## src/rtl/branch_resolve_unit.sv

```systemverilog
`timescale 1ns/1ps
`default_nettype none
// ============================================================================
//  Module      : branch_resolve_unit
//  Description : Early branch resolution. Evaluates the branch condition
//                fields, detects mispredictions, waits for the delay slot to
//                leave exec, and then hands a redirect PC to fetch over a
//                valid/ready handshake. Also keeps a saturating count of
//                mispredicts.
//  Revision    : 1.0 - initial release
// ============================================================================
module branch_resolve_unit #(
    parameter int CNT_WIDTH = 16
) (
    input  logic                 clk,
    input  logic                 rst,
    input  logic                 in_valid,
    input  logic                 in_is_branch,
    input  logic                 in_cond_equal,
    input  logic                 in_cond_sign,
    input  logic                 in_negate,
    input  logic                 in_mask_equal,
    input  logic                 in_mask_sign,
    input  logic [31:0]          in_target,
    input  logic [31:0]          in_pc,
    input  logic                 in_pred_taken,
    input  logic [31:0]          in_pred_target,
    input  logic                 in_dslot_in_bundle,
    input  logic                 ds_valid,
    input  logic                 stall,
    input  logic                 flush,
    output logic                 redirect_valid,
    input  logic                 redirect_ready,
    output logic [31:0]          redirect_pc,
    output logic                 busy,
    output logic [CNT_WIDTH-1:0] mispredict_cnt
);

    typedef enum logic [1:0] {
        ST_IDLE     = 2'd0,
        ST_WAIT_DS  = 2'd1,
        ST_REDIRECT = 2'd2
    } state_t;

    localparam logic [CNT_WIDTH-1:0] C_CNT_MAX = '1;

    state_t                 r_state;
    state_t                 w_state_next;
    logic                   r_redirect_valid;
    logic [31:0]            r_redirect_pc;
    logic [CNT_WIDTH-1:0]   r_cnt;

    logic                   w_taken;
    logic [31:0]            w_correct_pc;
    logic                   w_mispredict;
    logic                   w_accept;
    logic                   w_load;

    // Condition evaluation, architecturally correct PC and mispredict detection
    assign w_taken      = in_negate ^ ((in_mask_equal & in_cond_equal) |
                                       (in_mask_sign  & in_cond_sign));
    assign w_correct_pc = w_taken ? in_target : (in_pc + 32'd8);
    assign w_mispredict = (w_taken != in_pred_taken) |
                          (w_taken & (in_pred_target != in_target));

    // A branch is only looked at when nothing is outstanding; flush blocks it
    assign w_accept = (r_state == ST_IDLE) & in_valid & in_is_branch & ~stall & ~flush;
    assign w_load   = w_accept & w_mispredict;

    // Next-state selection; flush overrides every transition
    always_comb begin
        w_state_next = r_state;
        if (flush) begin
            w_state_next = ST_IDLE;
        end else begin
            case (r_state)
                ST_IDLE: begin
                    if (w_load) begin
                        w_state_next = in_dslot_in_bundle ? ST_REDIRECT : ST_WAIT_DS;
                    end
                end
                ST_WAIT_DS: begin
                    if (ds_valid && !stall) begin
                        w_state_next = ST_REDIRECT;
                    end
                end
                ST_REDIRECT: begin
                    if (redirect_ready) begin
                        w_state_next = ST_IDLE;
                    end
                end
                default: w_state_next = ST_IDLE;
            endcase
        end
    end

    // State, registered redirect handshake, target latch and saturating counter
    always_ff @(posedge clk) begin
        if (!rst) begin
            r_state          <= ST_IDLE;
            r_redirect_valid <= 1'b0;
            r_redirect_pc    <= 32'd0;
            r_cnt            <= '0;
        end else begin
            r_state          <= w_state_next;
            r_redirect_valid <= (w_state_next == ST_REDIRECT);
            if (w_load) begin
                r_redirect_pc <= w_correct_pc;
                if (r_cnt != C_CNT_MAX) begin
                    r_cnt <= r_cnt + 1'b1;
                end
            end
        end
    end

    assign redirect_valid = r_redirect_valid;
    assign redirect_pc    = r_redirect_pc;
    assign busy           = (r_state != ST_IDLE);
    assign mispredict_cnt = r_cnt;

endmodule
`default_nettype wire

```

## config.mk

```make
export PLATFORM = sky130hd
export DESIGN_NAME = branch_resolve_unit
export DESIGN_NICKNAME = d
export VERILOG_FILES = /design/src/rtl/branch_resolve_unit.sv
export SDC_FILE = /design/constraint.sdc
export NUM_CORES = 1
export LEC_CHECK = 0
export ABC_AREA = 1
export BUFFER_PORTS_ARGS = -buffer_cell sky130_fd_sc_hd__buf_2
export CAP_MARGIN = 20
export CORE_MARGIN = 5
export CORE_UTILIZATION = 50
export CTS_BUF_LIST = sky130_fd_sc_hd__clkbuf_4 sky130_fd_sc_hd__clkbuf_8
export CTS_CLUSTER_DIAMETER = 100
export DETAILED_ROUTE_END_ITERATION = 8
export PLACE_DENSITY = 0.82
export SYNTH_ARGS = -nofsm -noshare
export SYNTH_HDL_FRONTEND = slang
export SYNTH_SLANG_ARGS = --single-unit
```

## constraint.sdc

```tcl
create_clock -name clk -period 3.1 [get_ports clk]
set_input_delay 0.62 -clock clk [delete_from_list [all_inputs] [get_ports clk]]
set_output_delay 0.62 -clock clk [all_outputs]
set_load 0.1 [all_outputs]
```

==> qor.yml, run 1 <==
die_y_um: 99.9
ctsResizeCount: 0
nets: 950
drc: 0
synth_edf_count: 0
hpwl_um: 10500
cpMostUsedCell: "nand2_1"
netlist_instances: 688
insertion_delay_ns: 0.30
io_pins: 161
slew_headroom_pct: 33.6
yosys.cell_count.top_type: "nand2_1"
maxCapViolations: 0
worst_slew_pin_slew_ns: 0.995
post_cts_buffers: 0
grt_pass1_wl_um: 20900
synthesis.nets: 801
ff2ff_path_depth: 9
p_leak_nw: 2.52
synth_seq_area_share_pct: 25.3
firstDrtPassIters: 5
synth_top_cell_area_share_pct: 25.3
max_stage_delay_ns: 0.29
finalHoldViolations: 0
syn-cell-area_mm2: 0.00404
max_freq_ghz: 0.459
cp_slowest_cell: "nand2_2"
finalCriticalPeriod_ns: 2.18
ys_top_cells_by_area: "dfxtp_1, nand2_1, nor2_1, inv_1, xor2_1"
cts_root_buf: "clkbuf_8"
start_util_pct: 51.7
grt_max_degree: 28
wirelength_um: 13000
n_fill_cell: 785
hold_depth: 2
min_path_type: "reg -> reg"
fin_util_pct: 63.9
fin_skew_ns: 0.0103
status: "complete, no violations"
cp_max_fo: 24
synth.avg_cell_area_um2: 5.87
overflow: 0
dpl_cell_area_mm2: 0.00489
fin_area_mm2: 0.00499
antennaDiodeCount: 0
fin_setup_tns_ns: 0
dp_worst_setup_slack_ns: 0.645
synth_top_cell_by_area: "dfxtp_1"
routed.top_layer: "met4"
worst-setup-path-type: "in -> reg"
hold_ws_ns: 0.471
setup_viol: 0
powerDensity_mw_per_mm2: 312
die_w_um: 99.9
ir_drop_mv: 0.193
worstPathCellList: "buf_2 -> xnor2_1 -> nand2_1 -> nor2_1 -> nand2_1 -> nor2_1 -> nand3_4 -> nand2_2 -> inv_2 -> nand2_1 -> a21oi_1"
crit_required_ns: 3.24
m1WireLength_um: 5320
start_kind: "primary input"
ant_nets: 0
postCtsHoldBufs: 0
routedWlPerCell_um: 13.8
synth_common_cells: "nand2_1, nor2_1, inv_1"
antenna_found_initial: 0
rsz0062_at_grt: "false"
dr_wl_met2_um: 6200
die-area_mm2: 0.00998
cts.sinks: 51
coreArea_mm2: 0.00781
ys.flop_type: "dfxtp_1"
synth_warnings: 0
place.gp.congestion: 1.00
grtUsageTotal_pct: 25.4
drive_gt1_share_pct: 24.9
rows: 32
synthArstFlopShare_pct: 0
ys_ff_latch: 51
drt_iter0_drc: 430
cts_buffers: 5
io_buffers: 160
setup.worst_path.end_class: "flip-flop"
finalCritPeriodShare_pct: 70.2
grt_pass1_vias: 4645
yosysUniqueCellTypes: 33
clkTransAtPathRegs_ns: 0.09
slew_viol_final: 0
cts_tree: "built"
worst_slack_ns: 0.923
area_delta_synth_final_pct: 23.6
cts.path.max_buffers: 2
arrival_ns: 2.32
route.vias.total: 4852
routed_via_density: 5.17
cts_max_level: 2
route.met3.wl_um: 982
## through the flow
stage               cells  total power [W]
global placement      932          0.00110
floorplan             688         0.000955
global route          939          0.00163
CTS                   939          0.00156
detailed placement    932          0.00111
finish                939          0.00156
## worst max-delay path, delay by kind of cell
family,cells,cell delay (ns)
simple gates,7,1.07
xor+xnor,1,0.18
compound gates,1,0.07
buf+inv,2,0.37
## cells in the final DEF (no fill, tap or decap), drive strengths merged
master,n
dfxtp,51
o22ai,1
clkinvlp,1
xor2,23
nor2,108
nand2,232
o21ai,30
inv,82
o211ai,3
xnor2,13
or2,5
a21oi,39
ha,2
and2,1
nand3,33
bufinv,1
nand4,20
buf,165
nor3,10
a31oi,1
clkbuf,5
a21boi,1
mux2i,3
nand3b,7
## cell type report
cell class                      count  area (um2)  share of cell area [%]
Inverter                           82         308                    6.17
Multi-Input combinational cell    532        2590                    51.9
Sequential cell                    51        1020                    20.5
Timing Repair Buffer              165         838                    16.8
Tap cell                          102         128                    2.56
Clock inverter                      2        37.5                   0.752
Clock buffer                        5        68.8                    1.38
## sequential cells by signal (all words and copies together) (netlist names)
register	count
mispredict_cnt	16
r_state	2
redirect_pc	32
redirect_valid	1
## layer usage
layer  track usage [%]  up-vias
met5                 0        -
li1                  -     2449
met2              43.2      217
met1              32.9     2149
met3              2.43       37
met4              10.4        0
## power breakdown
part,switching (W),total [W],leakage [nW],internal (W)
logic,0.000290,0.000426,2.06,0.000136
clock network,0.000221,0.000458,0.0502,0.000236
registers,0.00000762,0.000675,0.412,0.000667
## cells by family after synthesis
| family | synth area share (%) |
|---|---|
| and+or+nand+nor | 44.7 |
| xor gates and xnor gates | 7.80 |
| DFF | 25.3 |
| buffers and inverters | 10.6 |
| AOI/OAI and AO/OA | 10.3 |
| muxes | 0.743 |
| adders and majority gates | 0.619 |
## worst paths after layout
kind	from	endpoint	slack, ns
worst min register to register	redirect_pc[28]	redirect_pc[28]	0.47
worst max-delay path	in_target[24]	redirect_pc[14]	0.92
worst min-delay path	redirect_pc[28]	redirect_pc[28]	0.47
worst max register to register	mispredict_cnt[0]	mispredict_cnt[3]	1.00
Power figures use the tool's default switching activity.
==> inputs of run 2 (changes only) <==
--- a/config.mk
+++ b/config.mk
@@ -9,11 +9,11 @@
 export BUFFER_PORTS_ARGS = -buffer_cell sky130_fd_sc_hd__buf_2
 export CAP_MARGIN = 20
 export CORE_MARGIN = 5
-export CORE_UTILIZATION = 50
+export CORE_UTILIZATION = 46
 export CTS_BUF_LIST = sky130_fd_sc_hd__clkbuf_4 sky130_fd_sc_hd__clkbuf_8
 export CTS_CLUSTER_DIAMETER = 100
 export DETAILED_ROUTE_END_ITERATION = 8
-export PLACE_DENSITY = 0.82
+export PLACE_DENSITY = 0.79
 export SYNTH_ARGS = -nofsm -noshare
 export SYNTH_HDL_FRONTEND = slang
 export SYNTH_SLANG_ARGS = --single-unit
==> constraint.sdc (replaced) <==
create_clock -name clk -period 1.9 [get_ports clk]
set_input_delay 0.38 -clock clk [delete_from_list [all_inputs] [get_ports clk]]
set_output_delay 0.38 -clock clk [all_outputs]
set_load 0.1 [all_outputs]
==> run 2 against run 1 <==
Compared with the run above:
- utilization is 2.9 points lower
- routed wire length is 1.9% lower
- clock skew is 0.0036 ns higher
- critical path depth is 2 lower
- final cell count is 3.2% higher
- clock-buffer cell count stayed put
- die area is 7.8% higher
- sequential power is 61% higher
- sequential cell count stayed put
- setup slack worse by 0.78 ns
- final area is 5.5% higher
- sequential share of layout area is 0.50 points lower
- critical endpoint is now mispredict_cnt[2]
- largest cell class unchanged
==> qor.yml, run 2 (synthesis gave the netlist of run 1 again) <==
start_util_pct: 46.8
start_kind: "flip-flop"
cts.sinks: 51
fin_skew_ns: 0.0140
cts_buffers: 5
die_w_um: 104
insertion_delay_ns: 0.32
multiInputGateArea_mm2: 0.00262
r2r-start: "mispredict_cnt[0]"
coreArea_mm2: 0.00864
drc: 0
overflow: 0
hold_ws_ns: 0.337
max_stage_delay_ns: 0.40
r2r_slack_ns: 0.14
crit_required_ns: 2.05
die-area_mm2: 0.0108
cp_max_fo: 10
reg2reg_to: "mispredict_cnt[2]"
antenna_found_initial: 0
antennaDiodeCount: 0
die_y_um: 104
ff2ff_path_depth: 9
ir_drop_mv: 0.294
max_freq_ghz: 0.568
post_cts_buffers: 0
ant_nets: 0
area_delta_synth_final_pct: 30.4
grtUsageTotal_pct: 23.0
p_leak_nw: 2.67
cts_max_level: 2
ctsResizeCount: 0
io_buffers: 160
grt_max_degree: 26
drt_iter0_drc: 268
setup_viol: 0
cts_tree: "built"
worst-setup-path-type: "reg -> reg"
clkTransAtPathRegs_ns: 0.10
powerDensity_mw_per_mm2: 489
crit_family: "simple AND/OR/NAND/NOR gates"
p_int_w: 0.00172
postCtsHoldBufs: 0
slew_headroom_pct: 34.9
swShare_pct: 33.3
hpwl_um: 10600
slew_viol_final: 0
seqCellArea_mm2: 0.00105
routed_via_density: 4.93
critPathBufInv: 1
finalCriticalPeriod_ns: 1.76
seq_power_share_pct: 42.5
setup.worst_path.end_class: "flip-flop"
pwr-share-comb_pct: 28.0
grt_pass1_wl_um: 20900
fin_area_mm2: 0.00527
finalHoldViolations: 0
io_pins: 161
worstPathCellList: "ha_4 -> nand2_2 -> nor3_4 -> nand2_2 -> nor3_4 -> nand2_4 -> buf_4 -> nand4_1 -> a21oi_1"
wirelength_um: 12700
routedWlPerCell_um: 13.1
rows: 34
endpoint: "mispredict_cnt[2]"
finalCritPeriodShare_pct: 92.6
rsz0062_at_grt: "true"
drive_gt1_share_pct: 29.0
final_common_cell: "nand2_1"
dpl_cell_area_mm2: 0.00514
fin_util_pct: 61.0
p_clk_share_pct: 29.6
worst_slew_pin_slew_ns: 0.976
firstDrtPassIters: 5
cts.path.max_buffers: 2
place.gp.congestion: 0.895
critPathLaunch: "mispredict_cnt[0]"
largest_reg_flops: 32
p_switching_w: 0.000859
cts_root_buf: "clkbuf_8"
cp.depth: 9
n_fill_cell: 866
maxCapViolations: 0
worst_slack_ns: 0.141
fin_setup_tns_ns: 0
grt_pass1_vias: 4434
arrival_ns: 1.91
nets: 973
status: "complete, no violations"
dp_worst_setup_slack_ns: -0.0817
cp_slowest_cell: "dfxtp_4"
layout_common_cells: "nand2_1, buf_2, nor2_1"
route.vias.total: 4774
min_path_type: "in -> reg"
[run 2: metrics by stage]
step                cells  total power (W)
floorplan             688          0.00155
finish                969          0.00258
CTS                   968          0.00258
global placement      960          0.00183
global route          969          0.00270
detailed placement    960          0.00183
[run 2: cell type report]
type | count | share of cell area (%)
inverters | 82 | 5.89
clock inverters | 3 | 0.736
flip-flops and latches | 51 | 19.9
clock buffers | 5 | 1.31
well taps | 108 | 2.56
repair buffers | 187 | 19.8
multi-input cells | 533 | 49.8
[run 2: power by group through the flow]
stage / Combinational [W] / Sequential, W / Clock [W]
after detailed placement: 0.000712 / 0.00112 / 0
after global placement: 0.000708 / 0.00112 / 0
after floorplan: 0.000294 / 0.00126 / 0
final: 0.000720 / 0.00109 / 0.000762
after CTS: 0.000715 / 0.00109 / 0.000769
after global routing: 0.000790 / 0.00110 / 0.000813
[run 2: layer usage]
metal	track usage, %	share of wire (%)
met1	30.1	43
met2	39.4	49
met3	2.49	5.5
met4	7.03	2.7
met5	0	0
[run 2: worst reg2reg max path: stages, from the launching register on]
cell and delay [ns]:
dfxtp_4 0.40, ha_4 0.16, nand2_2 0.08, nor3_4 0.19, nand2_2 0.09, nor3_4 0.19, nand2_4 0.12, buf_4 0.20
nand4_1 0.10, a21oi_1 0.07
[run 2: how the worst min path moves through the flow]
stage	startpoint	to	slack, ns	depth (start not counted)
after global routing	in_dslot_in_bundle	r_state[0]	0.36	4
final	in_dslot_in_bundle	r_state[0]	0.34	4
after floorplan	r_state[1]	r_state[0]	0.50	3
after CTS	in_dslot_in_bundle	r_state[0]	0.33	4
after global placement	redirect_pc[26]	redirect_pc[26]	0.45	2
after detailed placement	redirect_pc[31]	redirect_pc[31]	0.46	2
